**src/rtl/arrow_pattern_sequencer_pkg.sv**
```systemverilog
// Shared types and constants for the arrow pattern sequencer: FSM states, direction
// bit positions and the LFSR tap mask with its step and decode helpers.
package arrow_pkg;

   typedef enum logic [2:0] {
      StIdle,
      StCountdown,
      StPlay,
      StTail,
      StDone
   } seq_state_e;

   localparam int unsigned DirUp    = 3;
   localparam int unsigned DirDown  = 2;
   localparam int unsigned DirLeft  = 1;
   localparam int unsigned DirRight = 0;

   // Taps 16, 14, 13, 11 expressed as bit positions 15, 13, 12, 10.
   localparam logic [15:0] LfsrTaps = 16'hB400;

   function automatic logic [15:0] lfsr_next(input logic [15:0] s);
      return {s[14:0], ^(s & LfsrTaps)};
   endfunction

   // A zero in bits [3:2] is a rest beat; otherwise bits [1:0] select one arrow.
   function automatic logic [3:0] arrow_nibble(input logic [15:0] n);
      logic [3:0] nib;
      nib = '0;
      if (n[3:2] != 2'b00) begin
         unique case (n[1:0])
            2'd0: nib[DirRight] = 1'b1;
            2'd1: nib[DirLeft]  = 1'b1;
            2'd2: nib[DirDown]  = 1'b1;
            2'd3: nib[DirUp]    = 1'b1;
            default: nib = '0;
         endcase
      end
      return nib;
   endfunction

endpackage

```
**src/rtl/arrow_pattern_sequencer_if.sv**
```systemverilog
// Control and pattern bundle between the start/pause controls, the sequencer and the
// arrow game block.
interface arrow_pattern_sequencer_if;
   logic       start;
   logic       pause;
   logic       pattern_valid;
   logic [7:0] pattern_out;
   logic       game_over;
   logic       playing;
   logic [7:0] beat_index;

   modport master (
      output start,
      output pause,
      input  pattern_valid,
      input  pattern_out,
      input  game_over,
      input  playing,
      input  beat_index
   );

   modport slave (
      input  start,
      input  pause,
      output pattern_valid,
      output pattern_out,
      output game_over,
      output playing,
      output beat_index
   );
endinterface

```
**src/rtl/pattern_lfsr.sv**
```systemverilog
// 16-bit Fibonacci LFSR that supplies arrow directions; load wins over step.
module pattern_lfsr
   import arrow_pkg::*;
#(
   parameter logic [15:0] RESET_SEED = 16'hACE1
) (
   input  logic        clk,
   input  logic        rst,
   input  logic        load,
   input  logic [15:0] seed,
   input  logic        step,
   output logic [15:0] state
);

   always_ff @(posedge clk or posedge rst) begin
      if (rst) begin
         state <= RESET_SEED;
      end else if (load) begin
         state <= seed;
      end else if (step) begin
         state <= lfsr_next(state);
      end
   end

endmodule

```
**src/rtl/arrow_pattern_sequencer.sv**
```systemverilog
// Beat-timed round scheduler: countdown, patterned play with tempo speed-ups, silent
// tail, then game over. Both players receive the same nibble.
module arrow_pattern_sequencer
   import arrow_pkg::*;
#(
   parameter int unsigned BEAT_CYCLES     = 25_000_000,
   parameter int unsigned MIN_BEAT_CYCLES = 6_250_000,
   parameter int unsigned SPEEDUP_STEP    = 1_000_000,
   parameter int unsigned SPEEDUP_EVERY   = 16,
   parameter int unsigned SONG_BEATS      = 128,
   parameter int unsigned COUNT_BEATS     = 3,
   parameter int unsigned TAIL_BEATS      = 8,
   parameter logic [15:0] LFSR_SEED       = 16'hACE1
) (
   input logic                     CLOCK_50,
   input logic                     reset,
   arrow_pattern_sequencer_if.slave bus
);

   localparam logic [24:0] PeriodInit = 25'(BEAT_CYCLES);
   localparam logic [24:0] PeriodMin  = 25'(MIN_BEAT_CYCLES);
   localparam logic [24:0] PeriodStep = 25'(SPEEDUP_STEP);
   localparam logic [7:0]  CountLast  = 8'(COUNT_BEATS - 1);
   localparam logic [7:0]  TailLast   = 8'(TAIL_BEATS - 1);
   localparam logic [7:0]  SongLast   = 8'(SONG_BEATS);

   seq_state_e  state_q;
   logic [24:0] phase_q;
   logic [24:0] period_q;
   logic [7:0]  beat_cnt_q;
   logic [7:0]  beat_index_q;
   logic [7:0]  pattern_out_q;
   logic        pattern_valid_q;
   logic        game_over_q;
   logic        playing_q;

   logic        active;
   logic        boundary;
   logic        start_go;
   logic [15:0] lfsr_state;
   logic [15:0] lfsr_new;
   logic [3:0]  nibble;
   logic [7:0]  beat_next;
   logic        speedup;
   logic [24:0] period_sub;
   logic [24:0] period_dec;

   assign active    = (state_q == StCountdown) || (state_q == StPlay) || (state_q == StTail);
   assign boundary  = active && !bus.pause && (phase_q == period_q - 25'd1);
   assign start_go  = bus.start && ((state_q == StIdle) || (state_q == StDone));
   assign lfsr_new  = lfsr_next(lfsr_state);
   assign nibble    = arrow_nibble(lfsr_new);
   assign beat_next = beat_index_q + 8'd1;
   assign speedup   = ((32'(beat_next) % SPEEDUP_EVERY) == 32'd0);

   // Saturating subtract, then clamp to the tempo floor.
   assign period_sub = (period_q > PeriodStep) ? (period_q - PeriodStep) : '0;
   assign period_dec = (period_sub < PeriodMin) ? PeriodMin : period_sub;

   pattern_lfsr #(
      .RESET_SEED (LFSR_SEED)
   ) u_lfsr (
      .clk   (CLOCK_50),
      .rst   (reset),
      .load  (start_go),
      .seed  (LFSR_SEED),
      .step  (boundary && (state_q == StPlay)),
      .state (lfsr_state)
   );

   always_ff @(posedge CLOCK_50 or posedge reset) begin
      if (reset) begin
         state_q         <= StIdle;
         phase_q         <= '0;
         period_q        <= PeriodInit;
         beat_cnt_q      <= '0;
         beat_index_q    <= '0;
         pattern_out_q   <= '0;
         pattern_valid_q <= 1'b0;
         game_over_q     <= 1'b0;
         playing_q       <= 1'b0;
      end else begin
         pattern_valid_q <= 1'b0;
         if (active && !bus.pause) begin
            phase_q <= boundary ? '0 : phase_q + 25'd1;
         end

         unique case (state_q)
            StIdle, StDone: begin
               if (bus.start) begin
                  state_q       <= StCountdown;
                  phase_q       <= '0;
                  period_q      <= PeriodInit;
                  beat_cnt_q    <= '0;
                  beat_index_q  <= '0;
                  pattern_out_q <= '0;
                  game_over_q   <= 1'b0;
                  playing_q     <= 1'b1;
               end
            end
            StCountdown: begin
               if (boundary) begin
                  if (beat_cnt_q == CountLast) begin
                     state_q    <= StPlay;
                     beat_cnt_q <= '0;
                  end else begin
                     beat_cnt_q <= beat_cnt_q + 8'd1;
                  end
               end
            end
            StPlay: begin
               if (boundary) begin
                  pattern_out_q   <= {nibble, nibble};
                  pattern_valid_q <= 1'b1;
                  beat_index_q    <= beat_next;
                  if (speedup) begin
                     period_q <= period_dec;
                  end
                  if (beat_next == SongLast) begin
                     state_q    <= StTail;
                     beat_cnt_q <= '0;
                  end
               end
            end
            StTail: begin
               if (boundary) begin
                  if (beat_cnt_q == TailLast) begin
                     state_q     <= StDone;
                     beat_cnt_q  <= '0;
                     game_over_q <= 1'b1;
                     playing_q   <= 1'b0;
                  end else begin
                     beat_cnt_q <= beat_cnt_q + 8'd1;
                  end
               end
            end
            default: state_q <= StIdle;
         endcase
      end
   end

   assign bus.pattern_valid = pattern_valid_q;
   assign bus.pattern_out   = pattern_out_q;
   assign bus.game_over     = game_over_q;
   assign bus.playing       = playing_q;
   assign bus.beat_index    = beat_index_q;

endmodule

```
**src/flat_wrapper.sv**
```systemverilog
// flat-port wrapper written by rule: the top's interface ports become plain ports
module arrow_pattern_sequencer_flat import arrow_pkg::*;
#(
   parameter int unsigned BEAT_CYCLES     = 25_000_000,
   parameter int unsigned MIN_BEAT_CYCLES = 6_250_000,
   parameter int unsigned SPEEDUP_STEP    = 1_000_000,
   parameter int unsigned SPEEDUP_EVERY   = 16,
   parameter int unsigned SONG_BEATS      = 128,
   parameter int unsigned COUNT_BEATS     = 3,
   parameter int unsigned TAIL_BEATS      = 8,
   parameter logic [15:0] LFSR_SEED       = 16'hACE1
)
  (CLOCK_50, reset, bus_start, bus_pause, bus_pattern_valid, bus_pattern_out, bus_game_over, bus_playing, bus_beat_index);
  arrow_pattern_sequencer_if bus_i ();
  input logic CLOCK_50;
  input logic reset;
  input wire logic [$bits(bus_i.start)-1:0] bus_start;
  input wire logic [$bits(bus_i.pause)-1:0] bus_pause;
  output wire logic [$bits(bus_i.pattern_valid)-1:0] bus_pattern_valid;
  output wire logic [$bits(bus_i.pattern_out)-1:0] bus_pattern_out;
  output wire logic [$bits(bus_i.game_over)-1:0] bus_game_over;
  output wire logic [$bits(bus_i.playing)-1:0] bus_playing;
  output wire logic [$bits(bus_i.beat_index)-1:0] bus_beat_index;
  assign bus_i.start = bus_start;
  assign bus_i.pause = bus_pause;
  assign bus_pattern_valid = bus_i.pattern_valid;
  assign bus_pattern_out = bus_i.pattern_out;
  assign bus_game_over = bus_i.game_over;
  assign bus_playing = bus_i.playing;
  assign bus_beat_index = bus_i.beat_index;
  arrow_pattern_sequencer #(.BEAT_CYCLES(BEAT_CYCLES), .MIN_BEAT_CYCLES(MIN_BEAT_CYCLES), .SPEEDUP_STEP(SPEEDUP_STEP), .SPEEDUP_EVERY(SPEEDUP_EVERY), .SONG_BEATS(SONG_BEATS), .COUNT_BEATS(COUNT_BEATS), .TAIL_BEATS(TAIL_BEATS), .LFSR_SEED(LFSR_SEED)) u_core (.CLOCK_50(CLOCK_50), .reset(reset), .bus(bus_i));
endmodule
```
**config.mk**
```make
export PLATFORM = sky130hd
export DESIGN_NAME = arrow_pattern_sequencer_flat
export DESIGN_NICKNAME = d
export VERILOG_FILES = /design/src/rtl/arrow_pattern_sequencer_pkg.sv /design/src/rtl/arrow_pattern_sequencer_if.sv /design/src/rtl/pattern_lfsr.sv /design/src/rtl/arrow_pattern_sequencer.sv /design/src/flat_wrapper.sv
export SDC_FILE = /design/constraint.sdc
export NUM_CORES = 1
export LEC_CHECK = 0
export ABC_CLOCK_PERIOD_IN_PS = 6400
export BUFFER_PORTS_ARGS = -buffer_cell sky130_fd_sc_hd__buf_2
export CAP_MARGIN = 20
export CORE_MARGIN = 4
export CORE_UTILIZATION = 55
export CTS_BUF_LIST = sky130_fd_sc_hd__clkbuf_8
export DETAILED_ROUTE_END_ITERATION = 12
export PLACE_DENSITY = 0.7
export SLEW_MARGIN = 15
export SYNTH_ARGS = -nofsm -noshare
export SYNTH_HDL_FRONTEND = slang
export SYNTH_HIERARCHICAL = 1
export SYNTH_SLANG_ARGS = --single-unit
```
**constraint.sdc**
```tcl
create_clock -name CLOCK_50 -period 6.4 [get_ports CLOCK_50]
set_clock_uncertainty 0.2 [all_clocks]
set_input_delay 1.28 -clock CLOCK_50 [delete_from_list [all_inputs] [get_ports CLOCK_50]]
set_output_delay 1.28 -clock CLOCK_50 [all_outputs]
set_load 0.05 [all_outputs]
```
-- After elaboration in Yosys (flattened, before gate mapping)
Cells that the tools add are included.
- add/subtract/negate cells: 5
- $lt $le $gt $ge: 2
- eq/ne operators: 19
- multiplexer cells: 47
- reductions and logical operators: 23
- operator list (cell ; count):
    25-bit two-way mux ; 9
    8-bit two-way mux ; 9
    25-bit case mux with 2 select lines ; 1
    32-bit zero test ; 1
    16-bit two-way mux ; 2
    8-bit case mux with 2 select lines ; 2
    8-bit case mux with 4 select lines ; 1
    25-bit by 1-bit adder with 25-bit output (second input constant) ; 1
    25-bit equality test ; 1
    25-bit by 20-bit > comparator with 1-bit output (second input constant) ; 1
    25-bit by 23-bit < comparator with 1-bit output (second input constant) ; 1
    25-bit by 1-bit subtractor with 25-bit output (second input constant) ; 1
    25-bit by 20-bit subtractor with 25-bit output (second input constant) ; 1
    3-bit two-way mux ; 7
    8-bit by 1-bit adder with 8-bit output (second input constant) ; 2
    16-bit parity ; 1
    1-bit two-way mux ; 12
    3-bit case mux with 4 select lines ; 1
    8-bit by 2-bit equality test with 1-bit output (second input constant) ; 1
    8-bit by 3-bit equality test with 1-bit output (second input constant) ; 1
    8-bit equality test (second input constant) ; 1
    2-bit by 1-bit inequality test with 1-bit output (second input constant) ; 4
    2-bit inequality test (second input constant) ; 4
    4-bit AND reduction ; 2
    other kinds (18) ; 29
- bits in registers: 96
- output and inout port bits: 19
- logic and storage cells: 106

-- Longest topological paths before layout
- depth in word-level cells: 9
- mapped depth: 16
- depth with buffers taken out: 12

-- Hierarchy
Netlist, hierarchy kept.
- modules (own cells, without submodules) (module ; instances ; cells each ; area each (sq um)):
    arrow_pattern_sequencer ; 1 ; 604 ; 5077.4
    pattern_lfsr ; 1 ; 74 ; 794.5

-- Worst setup path after synthesis
Ideal clock, no wire load.
- path kind: input port to flip-flop
- start point: input port bus_pause
- end point: register u_core.period_q[5]
- setup time: 0.119 ns
- arrival time: 3.521 ns
- required time: 6.081 ns
- slack: 2.560 ns
- stages on the path: 10
- buffers on the path: 2
- path through: nor2_1 -> nand4b_1 -> or2_2 -> nand4bb_1 -> or4_1 -> or4_1 -> and2_1 -> buf_6 -> buf_6 -> o21a_1
- word-level cells in the longest chain between the ends: 5
- RTL lines (element ; RTL line ; text):
    start, declared ; flat_wrapper.sv:18 ; input wire logic [$bits(bus_i.pause)-1:0] bus_pause;
    1-bit zero test ; arrow_pattern_sequencer.sv:49 ; assign boundary = active && !bus.pause && (phase_q == period_q - 25'd1);
    1-bit logical AND (2 in series) ; arrow_pattern_sequencer.sv:49 ;
    2-bit by 1-bit inequality test with 1-bit output (no source line) ; -- ;
    4-bit AND reduction (no source line) ; -- ;
    end signal, assigned ; arrow_pattern_sequencer.sv:75 ; period_q <= PeriodInit;
    end signal, assigned ; arrow_pattern_sequencer.sv:93 ; period_q <= PeriodInit;
    end signal, assigned ; arrow_pattern_sequencer.sv:117 ; period_q <= period_dec;
    end, declared ; arrow_pattern_sequencer.sv:29 ; logic [24:0] period_q;
Every way passes these cells.
A chain may end at the register's enable or synchronous reset.

-- Worst setup path in the final report
- start point: register u_core.period_q[7]
- end point: register u_core.period_q[11]
- word-level cells in the longest chain between the ends: 7
- elaborated cells on any way between the ends: 13
- those cells by class: add/sub (2); order compare (2); eq/ne (2); mux (5); reduce/logical (2)
- RTL lines (element ; RTL line ; text):
    25-bit by 20-bit subtractor with 25-bit output or 25-bit by 20-bit > comparator with 1-bit output (tied branches) ; arrow_pattern_sequencer.sv:57 ; assign period_sub = (period_q > PeriodStep) ? (period_q - PeriodStep) : '0;
    25-bit two-way mux ; arrow_pattern_sequencer.sv:57 ;
    25-bit by 23-bit < comparator with 1-bit output ; arrow_pattern_sequencer.sv:58 ; assign period_dec = (period_sub < PeriodMin) ? PeriodMin : period_sub;
    25-bit two-way mux ; arrow_pattern_sequencer.sv:58 ;
    25-bit two-way mux ; arrow_pattern_sequencer.sv:116 ; if (speedup) begin
    25-bit two-way mux ; arrow_pattern_sequencer.sv:112 ; if (boundary) begin
    25-bit case mux with 2 select lines ; arrow_pattern_sequencer.sv:88 ; unique case (state_q)
Parallel ways exist; a longest one is shown, timed or not. The select of a mux whose other input is x is not followed.

==> results.cfg <==
[min_path]
worst_hold_startpoint = u_core/bus.game_over
hold_path_end = u_core/bus.game_over
min_path_cells = 1
min_path_type = flip-flop to flip-flop

[sta]
finalWorstPathRequiredPeriod_ps = 4480
totalNegativeSetupSlack_ps = 0
tightest_pin_transition_ps = 1040
slew_headroom = 0.302
timing.final.setup_violations = 0
drv_slew = 0
fin_ws_ps = 1920
clock.fmax_mhz = 223
rsz_0062_raised_after_global_routing = no
finalHoldViolCount = 0
holdWs_ps = 305
min_period_over_period = 0.700

[synth]
synth_cell_types = 66
yosys.area_share.adder = 0.0192
mux_cell_area_share_after_synthesis = 0.0518
synthXorXnorAreaFrac = 0.104
ys_seq_elements = 88
synth-edff-count = 0
synthTopCellsByArea = sky130_fd_sc_hd__dfrtp_1, sky130_fd_sc_hd__dfstp_2, sky130_fd_sc_hd__xnor2_1, sky130_fd_sc_hd__xor2_1, sky130_fd_sc_hd__nor2_1
synth_top_family_by_area = simple AND/OR/NAND/NOR gates
sequential_element_share_of_the_synthesized_area = 0.379
synth_warnings = 6
post_synth_and_or_nand_nor_area_fraction = 0.241
synth.largest_area_cell = sky130_fd_sc_hd__dfrtp_1
synth-compound-area-share = 0.144
yosysMostFrequentCell = sky130_fd_sc_hd__dfrtp_1
synth_top_cells_by_count = sky130_fd_sc_hd__dfrtp_1, sky130_fd_sc_hd__nor2_1, sky130_fd_sc_hd__nand2_1
synth_top_flop_cell = sky130_fd_sc_hd__dfrtp_1
synthArstFlopShare = 1.00
avgSynthCellArea_sq_um = 8.66
synth.cell_area_sq_mm = 0.00587
top_cell_type_s_share_of_synthesized_area = 0.290
postSynthCellCount = 678

[die]
initial_cell_density_of_the_core = 0.566
die_h_um = 111
number_of_rows_in_the_core_area = 37
dieArea_sq_mm = 0.0124
ioPinCount = 23
coreArea_sq_mm = 0.0104
die_width_um = 111

[global_routing]
grt_pass1_vias = 4596
grt.overflow.total = 0
grt_first_pass_wirelength_um = 22400
antenna_found_initial = 0
grt_max_degree = 73
grtUsageTotal = 0.215

[placement]
gp_congestion = 0.920
port_buffers = 22
dp_cells = 809
post-place-ws_ps = 1600
hpwlAfterDp_um = 9470

[clocking]
tritoncts = built
cts_hold_repair.buffers = 0
post_cts.resized_instances = 0
cts.reportedPaths.clkPinSlew_ps = 90
clock_tree.buffer_depth = 2
clock_latency_ps = 360
clock_h_tree_levels = 3
cts_root_buffer = sky130_fd_sc_hd__clkbuf_8
clock-sinks = 88
number_of_cts_inserted_buffers = 9
postCtsSetupBuffers = 0

[drt]
firstDrtPassIters = 7
viasPerCell = 5.98
detailedRoute.firstIterationViolations = 390
routed_wirelength_um = 13200
vias = 4937
antenna_left = 0
drc = 0
avgRoutedWirePerCell_um = 16.0

[pwr]
power.density_cell_area_mw_per_mm2 = 216
vdd_drop_max_mv = 0.128
internal-power_uw = 947
p_seq_frac = 0.519
power.static_leakage_nw = 2.67
power_switching_uw = 396
netSwitchingFraction = 0.295
power_frac_comb = 0.169
clockPowerShare = 0.312

[final_layout]
instances_no_fill = 826
post-route-util = 0.600
antenna_cells = 0
filler_cell_count = 947
drive_above_1_share = 0.113
final_nets = 698
area_delta_synth_final_pct = 5.92

[flow_run]
cap_violations = 0

[worst_setup_path]
crit_fanout = 20
critPathLaunchType = flip-flop
rrSetupSlack_ps = 1920
endpoint_kind = flip-flop
endpoint_arrival_time_on_the_critical_path_ps = 4540
r2r-start = u_core/period_q[7]
crit_required_ps = 6460
rr_endpoint = u_core/period_q[11]
rr_worst_depth = 10
critPathKind = flip-flop to flip-flop

[outcome]
run_status = complete, no violations
[routing by layer]
| metal | wire, um | part of all wire | track usage | vias to the layer above |
|---|---|---|---|---|
| li1 | - | - | - | 2390 |
| met1 | 6180 | 0.47 | 0.311 | 2359 |
| met2 | 5940 | 0.45 | 0.333 | 173 |
| met3 | 888 | 0.067 | 0.0415 | 15 |
| met4 | 194 | 0.015 | 0.0543 | 0 |
| met5 | 0 | 0 | 0 | - |
[worst max path at each step]
| stage | slack (ps) | to | startpoint | cells past startpoint |
|---|---|---|---|---|
| floorplan | 2560 | u_core/period_q[5] | bus_pause | 10 |
| global placement | 1670 | u_core/period_q[15] | bus_pause | 9 |
| detailed placement | 1600 | u_core/period_q[15] | bus_pause | 9 |
| CTS | 1950 | u_core/period_q[11] | u_core/period_q[7] | 10 |
| global route | 1640 | u_core/period_q[12] | u_core/period_q[7] | 10 |
| finish | 1920 | u_core/period_q[11] | u_core/period_q[7] | 10 |
[registers in the layout, summed over array words and instances, names as in the netlist, 3 cells and up]
register,count
u_core/phase_q,25
u_core/period_q,21
u_core/u_lfsr/state,16
u_core/beat_cnt_q,8
u_core/bus.beat_index,8
u_core/bus.pattern_out,4
u_core/state_q,3
[worst max-delay path: stages (launching register included)]
cell	delay (ps)
sky130_fd_sc_hd__dfrtp_1	490
sky130_fd_sc_hd__inv_1	140
sky130_fd_sc_hd__ha_1	320
sky130_fd_sc_hd__and4bb_1	360
sky130_fd_sc_hd__a21oi_1	100
sky130_fd_sc_hd__and4b_1	320
sky130_fd_sc_hd__nand4bb_1	130
sky130_fd_sc_hd__or4_1	490
sky130_fd_sc_hd__or4_1	850
sky130_fd_sc_hd__and2_1	570
sky130_fd_sc_hd__a221oi_1	410
[power groups by stage]
stage | Clock [mW] | Sequential, mW | Combinational, mW
floorplan | 0 | 0.689 | 0.192
global route | 0.453 | 0.709 | 0.259
CTS | 0.428 | 0.696 | 0.227
detailed placement | 0 | 0.707 | 0.226
finish | 0.419 | 0.697 | 0.227
global placement | 0 | 0.704 | 0.217
[stage by stage]
step | power, mW | instance area, sq um
after floorplan | 0.881 | 5920
after global placement | 0.921 | 5980
after detailed placement | 0.933 | 5980
after CTS | 1.35 | 6190
after global routing | 1.42 | 6220
final | 1.34 | 6220
[cell usage in the layout (no fill, tap or decap), drive strengths merged, types with 3 or more instances in the layout]
cell / instances
a211o: 3
a211oi: 4
a21o: 6
a21oi: 29
a221oi: 4
a22oi: 4
a31oi: 7
and2: 5
and3: 14
buf: 24
clkbuf: 10
conb: 16
dfrtp: 68
dfstp: 20
ha: 9
inv: 31
mux2: 8
mux2i: 21
nand2: 57
nand2b: 9
nand3: 32
nand3b: 3
nand4: 12
nor2: 66
nor2b: 8
nor3: 26
nor3b: 4
nor4: 11
o211ai: 5
o21a: 5
o21ai: 40
o22ai: 6
o31ai: 4
or2: 5
or3: 8
or4: 7
xnor2: 37
xor2: 33
[area by class of cell]
| class | count | area [sq um] | share of cell area |
|---|---|---|---|
| multi-input combinational | 532 | 3350 | 0.538 |
| inverter | 29 | 109 | 0.0175 |
| clock buffer | 9 | 124 | 0.0199 |
| clock inverter | 7 | 91.3 | 0.0147 |
| tap | 136 | 170 | 0.0274 |
| timing repair buffer | 25 | 150 | 0.0241 |
| sequential | 88 | 2230 | 0.358 |
[kinds of logic after synthesis]
group	count (synthesis)
and+or+nand+nor	275
AOI/OAI and AO/OA	133
DFF	88
buffers and inverters	72
xor gates and xnor gates	70
muxes	29
adders and majority gates	9
other	2
Note: power is estimated with default switching activity, not from simulation.
